`src/rtl/pipe_pkg.sv`:
```
// pipe_pkg: mode constants and skid-buffer state encoding shared by the pipeline stage.
// The skid encoding packs the two valid flags as {s_vld, m_vld}.
package pipe_pkg;

    localparam int PIPE_BYPASS = 0;
    localparam int PIPE_FWD    = 1;
    localparam int PIPE_SKID   = 2;

    typedef enum logic [1:0] {
        EMPTY = 2'b00,
        ONE   = 2'b01,
        FULL  = 2'b11
    } skid_state_e;

    function automatic bit pipe_mode_ok(input int mode);
        return (mode >= PIPE_BYPASS) && (mode <= PIPE_SKID);
    endfunction

endpackage

```
`src/rtl/dfflr.sv`:
```
// dfflr: load-enable flop with asynchronous active-low reset to zero.
module dfflr #(
    parameter int DW = 1
) (
    input  logic          clk,
    input  logic          rst_n,
    input  logic          lden,
    input  logic [DW-1:0] d,
    output logic [DW-1:0] q
);

    always_ff @(posedge clk or negedge rst_n) begin
        if (!rst_n) q <= '0;
        else if (lden) q <= d;
    end

endmodule

```
`src/rtl/pipe_reg_stage.sv`:
```
// pipe_reg_stage: valid/ready pipeline register, built as bypass, forward register or 2-entry skid buffer.
// Valid flags live in dfflr; data registers reset to RST_VAL and load only when a beat moves in.
module pipe_reg_stage
    import pipe_pkg::*;
#(
    parameter int            DW      = 32,
    parameter int            MODE    = 1,
    parameter logic [DW-1:0] RST_VAL = '0
) (
    input  logic          clk,
    input  logic          rst_n,
    input  logic          flush,
    input  logic          i_vld,
    output logic          i_rdy,
    input  logic [DW-1:0] i_dat,
    output logic          o_vld,
    input  logic          o_rdy,
    output logic [DW-1:0] o_dat
);

    generate
        if (!pipe_mode_ok(MODE)) begin : g_bad_mode
            $error("pipe_reg_stage: unsupported MODE %0d", MODE);
        end else if (MODE == PIPE_BYPASS) begin : g_bypass
            assign o_vld = i_vld;
            assign o_dat = i_dat;
            assign i_rdy = o_rdy;
        end else if (MODE == PIPE_FWD) begin : g_fwd
            logic          m_vld_q;
            logic          m_vld_d;
            logic [DW-1:0] m_dat_q;
            logic          acc;

            assign i_rdy   = ~flush & (~m_vld_q | o_rdy);
            assign acc     = i_vld & i_rdy;
            assign m_vld_d = flush ? 1'b0 : acc ? 1'b1 : o_rdy ? 1'b0 : m_vld_q;

            dfflr #(.DW(1)) u_m_vld (
                .clk  (clk),
                .rst_n(rst_n),
                .lden (1'b1),
                .d    (m_vld_d),
                .q    (m_vld_q)
            );

            always_ff @(posedge clk or negedge rst_n) begin
                if (!rst_n) m_dat_q <= RST_VAL;
                else if (acc) m_dat_q <= i_dat;
            end

            assign o_vld = m_vld_q;
            assign o_dat = m_dat_q;
        end else begin : g_skid
            skid_state_e   st_q;
            skid_state_e   st_d;
            logic [1:0]    flg_q;
            logic [DW-1:0] m_dat_q;
            logic [DW-1:0] m_dat_d;
            logic [DW-1:0] s_dat_q;
            logic          m_ld;
            logic          s_ld;
            logic          acc;

            assign st_q  = skid_state_e'(flg_q);
            // Ready depends only on the registered skid flag, never on o_rdy.
            assign i_rdy = ~flush & ~flg_q[1];
            assign acc   = i_vld & i_rdy;

            always_comb begin
                st_d    = st_q;
                m_ld    = 1'b0;
                s_ld    = 1'b0;
                m_dat_d = i_dat;
                case (st_q)
                    EMPTY: if (acc) begin
                        st_d = ONE;
                        m_ld = 1'b1;
                    end
                    ONE: if (acc && !o_rdy) begin
                        st_d = FULL;
                        s_ld = 1'b1;
                    end else if (acc) begin
                        m_ld = 1'b1;
                    end else if (o_rdy) begin
                        st_d = EMPTY;
                    end
                    FULL: if (o_rdy) begin
                        st_d    = ONE;
                        m_ld    = 1'b1;
                        m_dat_d = s_dat_q;
                    end
                    default: st_d = EMPTY;
                endcase
                if (flush) begin
                    st_d = EMPTY;
                    m_ld = 1'b0;
                end
            end

            dfflr #(.DW(2)) u_flg (
                .clk  (clk),
                .rst_n(rst_n),
                .lden (1'b1),
                .d    (st_d),
                .q    (flg_q)
            );

            always_ff @(posedge clk or negedge rst_n) begin
                if (!rst_n) begin
                    m_dat_q <= RST_VAL;
                    s_dat_q <= RST_VAL;
                end else begin
                    if (m_ld) m_dat_q <= m_dat_d;
                    if (s_ld) s_dat_q <= i_dat;
                end
            end

            assign o_vld = flg_q[0];
            assign o_dat = m_dat_q;
        end
    endgenerate

endmodule

```
`config.mk`:
```
export PLATFORM = sky130hd
export DESIGN_NAME = pipe_reg_stage
export DESIGN_NICKNAME = d
export VERILOG_FILES = /design/src/rtl/pipe_pkg.sv /design/src/rtl/dfflr.sv /design/src/rtl/pipe_reg_stage.sv
export SDC_FILE = /design/constraint.sdc
export NUM_CORES = 1
export LEC_CHECK = 0
export CAP_MARGIN = 20
export CELL_PAD_IN_SITES_DETAIL_PLACEMENT = 0
export CELL_PAD_IN_SITES_GLOBAL_PLACEMENT = 1
export CORE_MARGIN = 4
export CORE_UTILIZATION = 29
export CTS_CLUSTER_DIAMETER = 80
export DETAILED_ROUTE_END_ITERATION = 7
export PLACE_DENSITY_LB_ADDON = 0.15
export SETUP_SLACK_MARGIN = 0.1
export SYNTH_ARGS = -nofsm -noshare
export SYNTH_HDL_FRONTEND = slang
export SYNTH_SLANG_ARGS = --single-unit
```
`constraint.sdc`:
```
create_clock -name clk -period 1.77 [get_ports clk]
set_input_delay 0.531 -clock clk [delete_from_list [all_inputs] [get_ports clk]]
set_output_delay 0.531 -clock clk [all_outputs]
set_load 0.01 [all_outputs]
```
==> results.toml, run 1 <==
[cells_and_area]
seqCellArea_um2 = 826
drive_gt1_share_pct = 35.4
finalNetCount = 197
syn_to_final_growth_pct = 81.5
antennaDiodeCount = 0
final.fill_count = 358
fin_util_pct = 55.7
multi_input_area_um2 = 509

[timing]
slew_headroom_pct = 72.3
clock_skew_ns = 0.00394
fin_crit_ns = 1.60
fin_ws_ns = 0.173
fmaxAchievable_ghz = 0.626
finalMaxSlewViolations = 0
holdWs_ns = 0.504
period_share_pct = 90.2
tightestPinTransition_ns = 0.416
report.final.hold_viol_count = 0
setup_violations = 0
rsz0062_at_grt = "yes"

[synthesis]
yosys_warnings = 0
synth_cell_types = 6
syn-instance-count = 73
synthesis.area_mm2 = 0.00126
synth_nets = 110
synth.ff_latch_count = 33
post_synth.cell_area_avg_um2 = 17.3
synth_seq_area_share_pct = 65.3

[clock_tree]
h-tree-depth = 2
path_clk_slew_ns = 0.07
tritoncts = "done"
cts.sinks = 33
clk_latency_ns = 0.27
root_buffer = "clkbuf_8"
clockBufferDepth = 2
cts_buffers = 5

[worst_setup_path]
cp-end-kind = "flop"
cp.arrival_ns = 1.75
start_kind = "flop"
required_ns = 1.93
path_class = "reg -> reg"
critPathMaxFanout = 8

[detailed_routing]
drc_errors = 0
first_pass_iters = 2
wl_per_cell_um = 16.1
postRouteAntennaNets = 0
drt-vias-per-instance = 4.35
wirelength_um = 3390
vias = 918
dr.first_iter.drc_count = 13

[floorplanning]
chipWidth_um = 74.0
core_mm2 = 0.00412
num_rows = 23
dieArea_mm2 = 0.00548
pin_count = 71
start_util_pct = 30.7
dieHeight_um = 74.0

[global_route]
antenna_found_initial = 0
met3_usage_pct = 5.00
met1_usage_pct = 13.6
grt_max_degree = 34
grt_pass1_vias = 1045
grt_busiest_layer = "met2"
grt_use_met2_pct = 21.3
grt_pass1_wl_um = 4960
grt_usage_pct = 12.2
overflow = 0

[outcome]
status = "complete, no violations"

[placed_design]
hpwl_um = 2200
globalplace.congestion = 0.746
port_buffers = 70
pre_cts_slack_ns = -0.484

[min_path]
hold_class = "reg -> reg"

[job]
maxCapViolCount = 0

[power_and_ir_drop]
power.density_mw_per_mm2 = 936
leakagePower_nw = 1.09
ir_worst_vdd_mv = 0.440
-- synthesized netlist by cell type, drive strengths merged --
cell | instances | share of area, %
buf | 3 | 2.7
dfrtp | 33 | 65
mux2 | 32 | 29
nor2 | 3 | 0.89
nor2b | 1 | 1.1
nor3b | 1 | 1.5
-- sequential cells by signal, indices dropped and copies added (netlist names) --
| name | cells |
|---|---|
| o_dat | 32 |
| g_fwd.u_m_vld.q | 1 |
-- report_power, final --
part	internal [W]	switching, W	total (W)
clock network	0.000351	0.000250	0.000601
logic	0.000386	0.000215	0.000600
registers	0.000881	0.0000650	0.000946
-- cells in the final DEF (no fill, tap or decap), drive strengths merged --
master and instances:
clkinv 1, dfrtp 33, clkdlybuf4s50 33, clkdlybuf4s15 1
dlygate4sd2 34, mux2 32, clkbuf 8, buf 14
nor2b 1, nor2 3, nor3b 1
-- routing by layer --
| layer | part of all wire (%) | routed length (µm) |
|---|---|---|
| met1 | 41 | 1390 |
| met3 | 11 | 357 |
| met5 | 0 | 0 |
| met2 | 48 | 1630 |
| met4 | 0.50 | 17 |
-- metrics by stage --
stage | area [µm²] | setup TNS [ns] | instances | total power, W
2_1_floorplan | 1260 | 0 | 73 | 0.00116
3_3_place_gp | 2030 | -12.26 | 195 | 0.00154
3_5_place_dp | 2030 | -13.01 | 195 | 0.00155
4_1_cts | 2160 | 0 | 210 | 0.00210
5_1_grt | 2290 | 0 | 211 | 0.00227
6_report | 2290 | 0 | 211 | 0.00215
-- layout make-up --
class / instances / share of cell area [%]
clock inverters: 1 / 0.218
repair buffers: 83 / 34.6
multi-input cells: 37 / 22.2
clock buffers: 7 / 4.20
flip-flops and latches: 33 / 36.0
well taps: 50 / 2.73
-- repair_timing --
item / in CTS / in global routing
pin swaps: 1 / 1
gates cloned: 3 / 0
endpoints found under the hold margin: 0 / 0
resized for setup: 50 / 36
endpoints found under the setup margin: 66 / 32
hold buffers: 0 / 0
setup buffers: 4 / 1
-- path summary, 6_finish.rpt --
kind | startpoint | end | slack [ns] | cells after the start
min reg2reg | o_dat[19]$_DFFE_PN0P_ | o_dat[19]$_DFFE_PN0P_ | 0.50 | 1
max reg2reg | g_fwd.u_m_vld.q$_DFFE_PN0P_ | o_dat[15]$_DFFE_PN0P_ | 0.17 | 6
min in group asynchronous | rst_n | o_dat[29]$_DFFE_PN0P_ | 0.67 | 2
max in group asynchronous | rst_n | o_dat[12]$_DFFE_PN0P_ | 0.80 | 2
min | o_dat[19]$_DFFE_PN0P_ | o_dat[19]$_DFFE_PN0P_ | 0.50 | 1
max | g_fwd.u_m_vld.q$_DFFE_PN0P_ | o_dat[15]$_DFFE_PN0P_ | 0.17 | 6
-- critical path, cell delays in order (launching register included) --
cell and delay (ns):
dfrtp_1 0.37, nor2b_4 0.13, buf_6 0.11, nor3b_4 0.26
buf_4 0.18, buf_12 0.13, mux2_4 0.30
-- cell families after synthesis --
group / share of synthesized area, %
buffers and inverters: 2.67
DFF: 65.3
and+or+nand+nor: 3.47
muxes: 28.5
Power figures use the tool's default switching activity.
==> inputs of run 2 (changes only) <==
==> constraint.sdc (replaced) <==
create_clock -name clk -period 1.8 [get_ports clk]
set_input_delay 0.54 -clock clk [delete_from_list [all_inputs] [get_ports clk]]
set_output_delay 0.54 -clock clk [all_outputs]
set_load 0.01 [all_outputs]
==> results.toml, run 2 (synthesis results as in run 1) <==
[outcome]
status = "complete, no violations"

[timing]
fin_crit_ns = 1.64
finalSetupTns_ns = 0
setup_violations = 0
fmaxAchievable_ghz = 0.610
slew_headroom_pct = 72.2
clock_skew_ns = 0.00477
rsz0062_at_grt = "no"
finalMaxSlewViolations = 0
period_share_pct = 91.1
report.final.hold_viol_count = 0
tightestPinTransition_ns = 0.417

[global_route]
grt_use_met2_pct = 21.4
grt_busiest_layer = "met2"
grt_usage_pct = 12.4
grt_pass1_vias = 1043
met3_usage_pct = 5.95
met1_usage_pct = 13.1
grt_max_degree = 34
grt_pass1_wl_um = 4900
overflow = 0
antenna_found_initial = 0

[clock_tree]
cts.sinks = 33
h-tree-depth = 2
tritoncts = "done"
path_clk_slew_ns = 0.06
cts_buffers = 5
clk_latency_ns = 0.27
root_buffer = "clkbuf_8"
clockBufferDepth = 2

[worst_setup_path]
start_kind = "primary input"
path_class = "in -> reg"
cp.arrival_ns = 1.79
critPathMaxFanout = 5
ff2ff_path_depth = 6
cp-end-kind = "flop"
r2r_slack_ns = 0.21
required_ns = 1.96

[cells_and_area]
fin_util_pct = 53.1
final.fill_count = 370
largest_reg_flops = 32
finalNetCount = 194
design_area_mm2 = 0.00219
final_cell_mix = "dfrtp_1, clkdlybuf4s50_1, mux2_2"
syn_to_final_growth_pct = 73.1
drive_gt1_share_pct = 32.9
antennaDiodeCount = 0

[detailed_routing]
drc_errors = 0
postRouteAntennaNets = 0
first_pass_iters = 4
wirelength_um = 3110
drt-vias-per-instance = 4.38
vias = 910
dr.first_iter.drc_count = 24
wl_per_cell_um = 15.0

[placed_design]
globalplace.congestion = 0.746
hpwl_um = 2180
dpl_cell_area_mm2 = 0.00203
port_buffers = 70

[floorplanning]
dieHeight_um = 74.0
dieArea_mm2 = 0.00548
chipWidth_um = 74.0
pin_count = 71
num_rows = 23
start_util_pct = 30.7
core_mm2 = 0.00412

[power_and_ir_drop]
power.density_mw_per_mm2 = 975
leakagePower_nw = 1.02
ir_worst_vdd_mv = 0.420

[min_path]
hold_class = "reg -> reg"
min_path_cells = 1

[job]
maxCapViolCount = 0
==> run 2: cell count changes in the layout (fill, tap and decap cells not counted), sizes merged <==
cell	before	now
clkinv	1	0
bufinv	0	1
clkbuf	8	7
dlygate4sd2	34	30
clkdlybuf4s15	1	0
dlymetal6s2s	0	6
buf	14	11
==> run 2: stage by stage <==
stage / power [W] / cells / setup WS [ns] / hold slack (ns)
2_1_floorplan: 0.00114 / 73 / 0.318 / 0.244
5_1_grt: 0.00226 / 208 / 0.118 / 0.517
3_3_place_gp: 0.00151 / 195 / -0.456 / 0.488
3_5_place_dp: 0.00153 / 195 / -0.462 / 0.495
4_1_cts: 0.00219 / 208 / 0.100 / 0.506
6_report: 0.00213 / 208 / 0.161 / 0.500
==> run 2: worst max-delay path, stage by stage <==
cell and delay (ns):
dlygate4sd2_1 0.23, nor2b_4 0.05, buf_4 0.14, nor3b_4 0.23, buf_6 0.15, buf_6 0.12, mux2_2 0.34
==> run 2: layer usage <==
metal,share of wire (%),vias up
met5,0,-
met3,12,2
met1,40,433
li1,-,425
met2,48,50
met4,0.77,0
==> run 2: power by group <==
group | switching (W) | internal, W | total [W] | leakage, nW
clock network | 0.000246 | 0.000451 | 0.000697 | 0.0585
registers | 0.0000549 | 0.000866 | 0.000921 | 0.389
logic | 0.000196 | 0.000319 | 0.000515 | 0.573
==> run 2: layout make-up <==
cell class / instances / area, µm² / share of cell area (%)
Sequential cell: 33 / 826 / 37.8
Timing Repair Buffer: 80 / 774 / 35.4
Tap cell: 50 / 62.6 / 2.86
Clock inverter: 1 / 30.0 / 1.37
Clock buffer: 7 / 86.3 / 3.95
Multi-Input combinational cell: 37 / 408 / 18.6
==> run 2: worst paths after layout <==
path,to,startpoint
max,o_dat[21]$_DFFE_PN0P_,o_rdy
min,o_dat[14]$_DFFE_PN0P_,o_dat[14]$_DFFE_PN0P_
max reg2reg,o_dat[21]$_DFFE_PN0P_,g_fwd.u_m_vld.q$_DFFE_PN0P_
min reg2reg,o_dat[14]$_DFFE_PN0P_,o_dat[14]$_DFFE_PN0P_
max in group asynchronous,o_dat[11]$_DFFE_PN0P_,rst_n
min in group asynchronous,o_dat[26]$_DFFE_PN0P_,rst_n
==> run 2: timing repair <==
action | in CTS | in global routing
resized for setup | 45 | 6
gates cloned | 3 | 0
buffers inserted | 2 | 0
hold buffers | 0 | 0
pin swaps | 1 | 0
endpoints found under the setup margin | 61 | 27
==> inputs of run 3 (changes only) <==
--- a/config.mk
+++ b/config.mk
@@ -16,4 +16,5 @@
 export SETUP_SLACK_MARGIN = 0.1
 export SYNTH_ARGS = -nofsm -noshare
 export SYNTH_HDL_FRONTEND = slang
+export SYNTH_HIERARCHICAL = 1
 export SYNTH_SLANG_ARGS = --single-unit
==> results.toml, run 3 <==
[global_route]
grt_max_degree = 34
grt_usage_pct = 12.3
grt_pass1_wl_um = 4930
antenna_found_initial = 0
grt_pass1_vias = 1035
overflow = 0

[floorplanning]
num_rows = 23
start_util_pct = 30.9
chipWidth_um = 74.5
pin_count = 71
dieHeight_um = 74.5
core_mm2 = 0.00414
dieArea_mm2 = 0.00555

[power_and_ir_drop]
p_int_w = 0.00153
power.density_mw_per_mm2 = 925
comb_power_share_pct = 27.5
sw_frac_of_total_pct = 24.9
p_seq_share_pct = 46.0
p_clk_share_pct = 26.5
power_switching_w = 0.000506
leakagePower_nw = 0.992
ir_worst_vdd_mv = 0.468

[detailed_routing]
vias = 913
drc_errors = 0
postRouteAntennaNets = 0
dr.first_iter.drc_count = 11
wirelength_um = 3120
first_pass_iters = 2
drt-vias-per-instance = 4.39
wl_per_cell_um = 15.0

[worst_setup_path]
cp-end-kind = "flop"
r2r-end = "o_dat[28]$_DFFE_PN0P_"
r2r_slack_ns = 0.21
critical-path-max-stage-delay_ns = 0.34
required_ns = 1.95
critical_path.cell_chain = "dlygate4sd2_1, buf_4, nor3b_4, buf_6, buf_12, mux2_2"
r2r_start = "g_fwd.u_m_vld/q$_DFFE_PN0P_"
start_kind = "primary input"
path_class = "in -> reg"
cp_slowest_cell = "mux2_2"
cp.arrival_ns = 1.77
ff2ff_path_depth = 6
critPathMaxFanout = 8

[timing]
fmaxAchievable_ghz = 0.621
fin_crit_ns = 1.61
setup_violations = 0
rsz0062_at_grt = "no"
finalSetupTns_ns = 0
finalMaxSlewViolations = 0
clock_skew_ns = 0.00140
holdWs_ns = 0.500
period_share_pct = 89.5
report.final.hold_viol_count = 0

[synthesis]
yosys-top-cells-count = "dfrtp_1, mux2_2, buf_6, nor2_1"
post_synth.cell_area_avg_um2 = 17.1
synth.ff_latch_count = 33
yosysTopAreaCellShare_pct = 64.4
synth_area_leaders = "dfrtp_1, mux2_2, buf_6, nor3b_4, mux2_4"
synth_cell_types = 8
yosys_warnings = 6
synthesis.area_mm2 = 0.00128
synth_most_common_cell = "dfrtp_1"
yosysTopAreaCell = "dfrtp_1"
ys.flop_type = "dfrtp_1"
syn-instance-count = 75
synth_nets = 112
synth_edf_count = 0
ys_async_sr_fraction_pct = 100
synth_seq_area_share_pct = 64.4

[cells_and_area]
syn_to_final_growth_pct = 71.3
multi_input_area_um2 = 427
finalNetCount = 195
drive_gt1_share_pct = 32.3
final_cell_mix = "dfrtp_1, clkdlybuf4s50_1, dlygate4sd2_1"
seqCellArea_um2 = 826
antennaDiodeCount = 0
largest_reg_flops = 32
final.fill_count = 372

[clock_tree]
root_buffer = "clkbuf_8"
cts_buffers = 5
path_clk_slew_ns = 0.06
cts.sinks = 33
clockBufferDepth = 2
clk_latency_ns = 0.27
tritoncts = "done"
ctsHoldBuffers = 0
h-tree-depth = 2

[job]
maxCapViolCount = 0

[min_path]
min_path_cells = 1
hold_class = "reg -> reg"
min-delay-start = "o_dat[10]$_DFFE_PN0P_"
whs_endpoint = "o_dat[10]$_DFFE_PN0P_"

[placed_design]
hpwl_um = 2100
port_buffers = 70
globalplace.congestion = 0.622

[outcome]
status = "complete, no violations"
-- run 3: layout make-up --
type                    count  area share, %
repair buffers             79           36.2
well taps                  50           2.85
multi-input cells          39           19.4
flip-flops and latches     33           37.6
clock buffers               7           3.93
-- run 3: stage by stage --
stage               instances  total power, W  setup slack [ns]  utilization, %  cell area, µm²
global placement          196         0.00157            -0.455            49.6            2050
floorplan                  75         0.00118             0.318               -            1280
detailed placement        196         0.00159            -0.473            49.6            2050
CTS                       209         0.00208             0.101            53.5            2220
global route              208         0.00217             0.136            53.0            2200
finish                    208         0.00203             0.189            53.0            2200
-- run 3: power groups by stage --
stage / sequential [W] / clock [W] / combinational [W]
6_report: 0.000935 / 0.000539 / 0.000560
3_5_place_dp: 0.000958 / 0 / 0.000628
4_1_cts: 0.000939 / 0.000562 / 0.000581
2_1_floorplan: 0.00102 / 0 / 0.000161
5_1_grt: 0.000953 / 0.000604 / 0.000608
3_3_place_gp: 0.000948 / 0 / 0.000622
-- run 3: kinds of logic after synthesis --
family	synth area share, %
other cells	0.292
buf+inv	2.63
mux	29.3
simple gates	3.41
flops	64.4
-- run 3: per-layer routing --
layer | global-route usage [%] | share of wire [%] | wire (µm) | vias up
met5 | 0 | 0 | 0 | -
met3 | 6.62 | 12 | 372 | 2
met2 | 19.9 | 48 | 1500 | 50
met4 | 3.56 | 0.55 | 17 | 0
met1 | 14.1 | 39 | 1230 | 435
li1 | - | - | - | 426
-- run 3: critical path: cells and delay by family --
family | cells | cell delay [ns]
buffers and inverters | 4 | 0.69
AND/OR/NAND/NOR | 1 | 0.18
multiplexers | 1 | 0.34
-- run 3: what timing repair did --
action / 4_1_cts / 5_1_grt
pin swaps: 1 / 1
hold endpoints to repair: 0 / 0
setup buffers: 3 / 0
gates cloned: 3 / 0
resized for setup: 43 / 3
setup endpoints to repair: 64 / 10
-- run 3: worst max-delay path by stage --
stage                                            from                    end  slack (ns)  cells past startpoint
after detailed placement                        o_rdy                  i_rdy       -0.47                      4
after CTS                        o_dat[8]$_DFFE_PN0P_               o_dat[8]        0.10                      1
after global placement                          o_rdy                  i_rdy       -0.45                      4
final                                           flush  o_dat[28]$_DFFE_PN0P_        0.19                      6
after floorplan                                 o_rdy   o_dat[0]$_DFFE_PN0P_        0.32                      4
after global routing      g_fwd.u_m_vld/q$_DFFE_PN0P_  o_dat[15]$_DFFE_PN0P_        0.14                      6
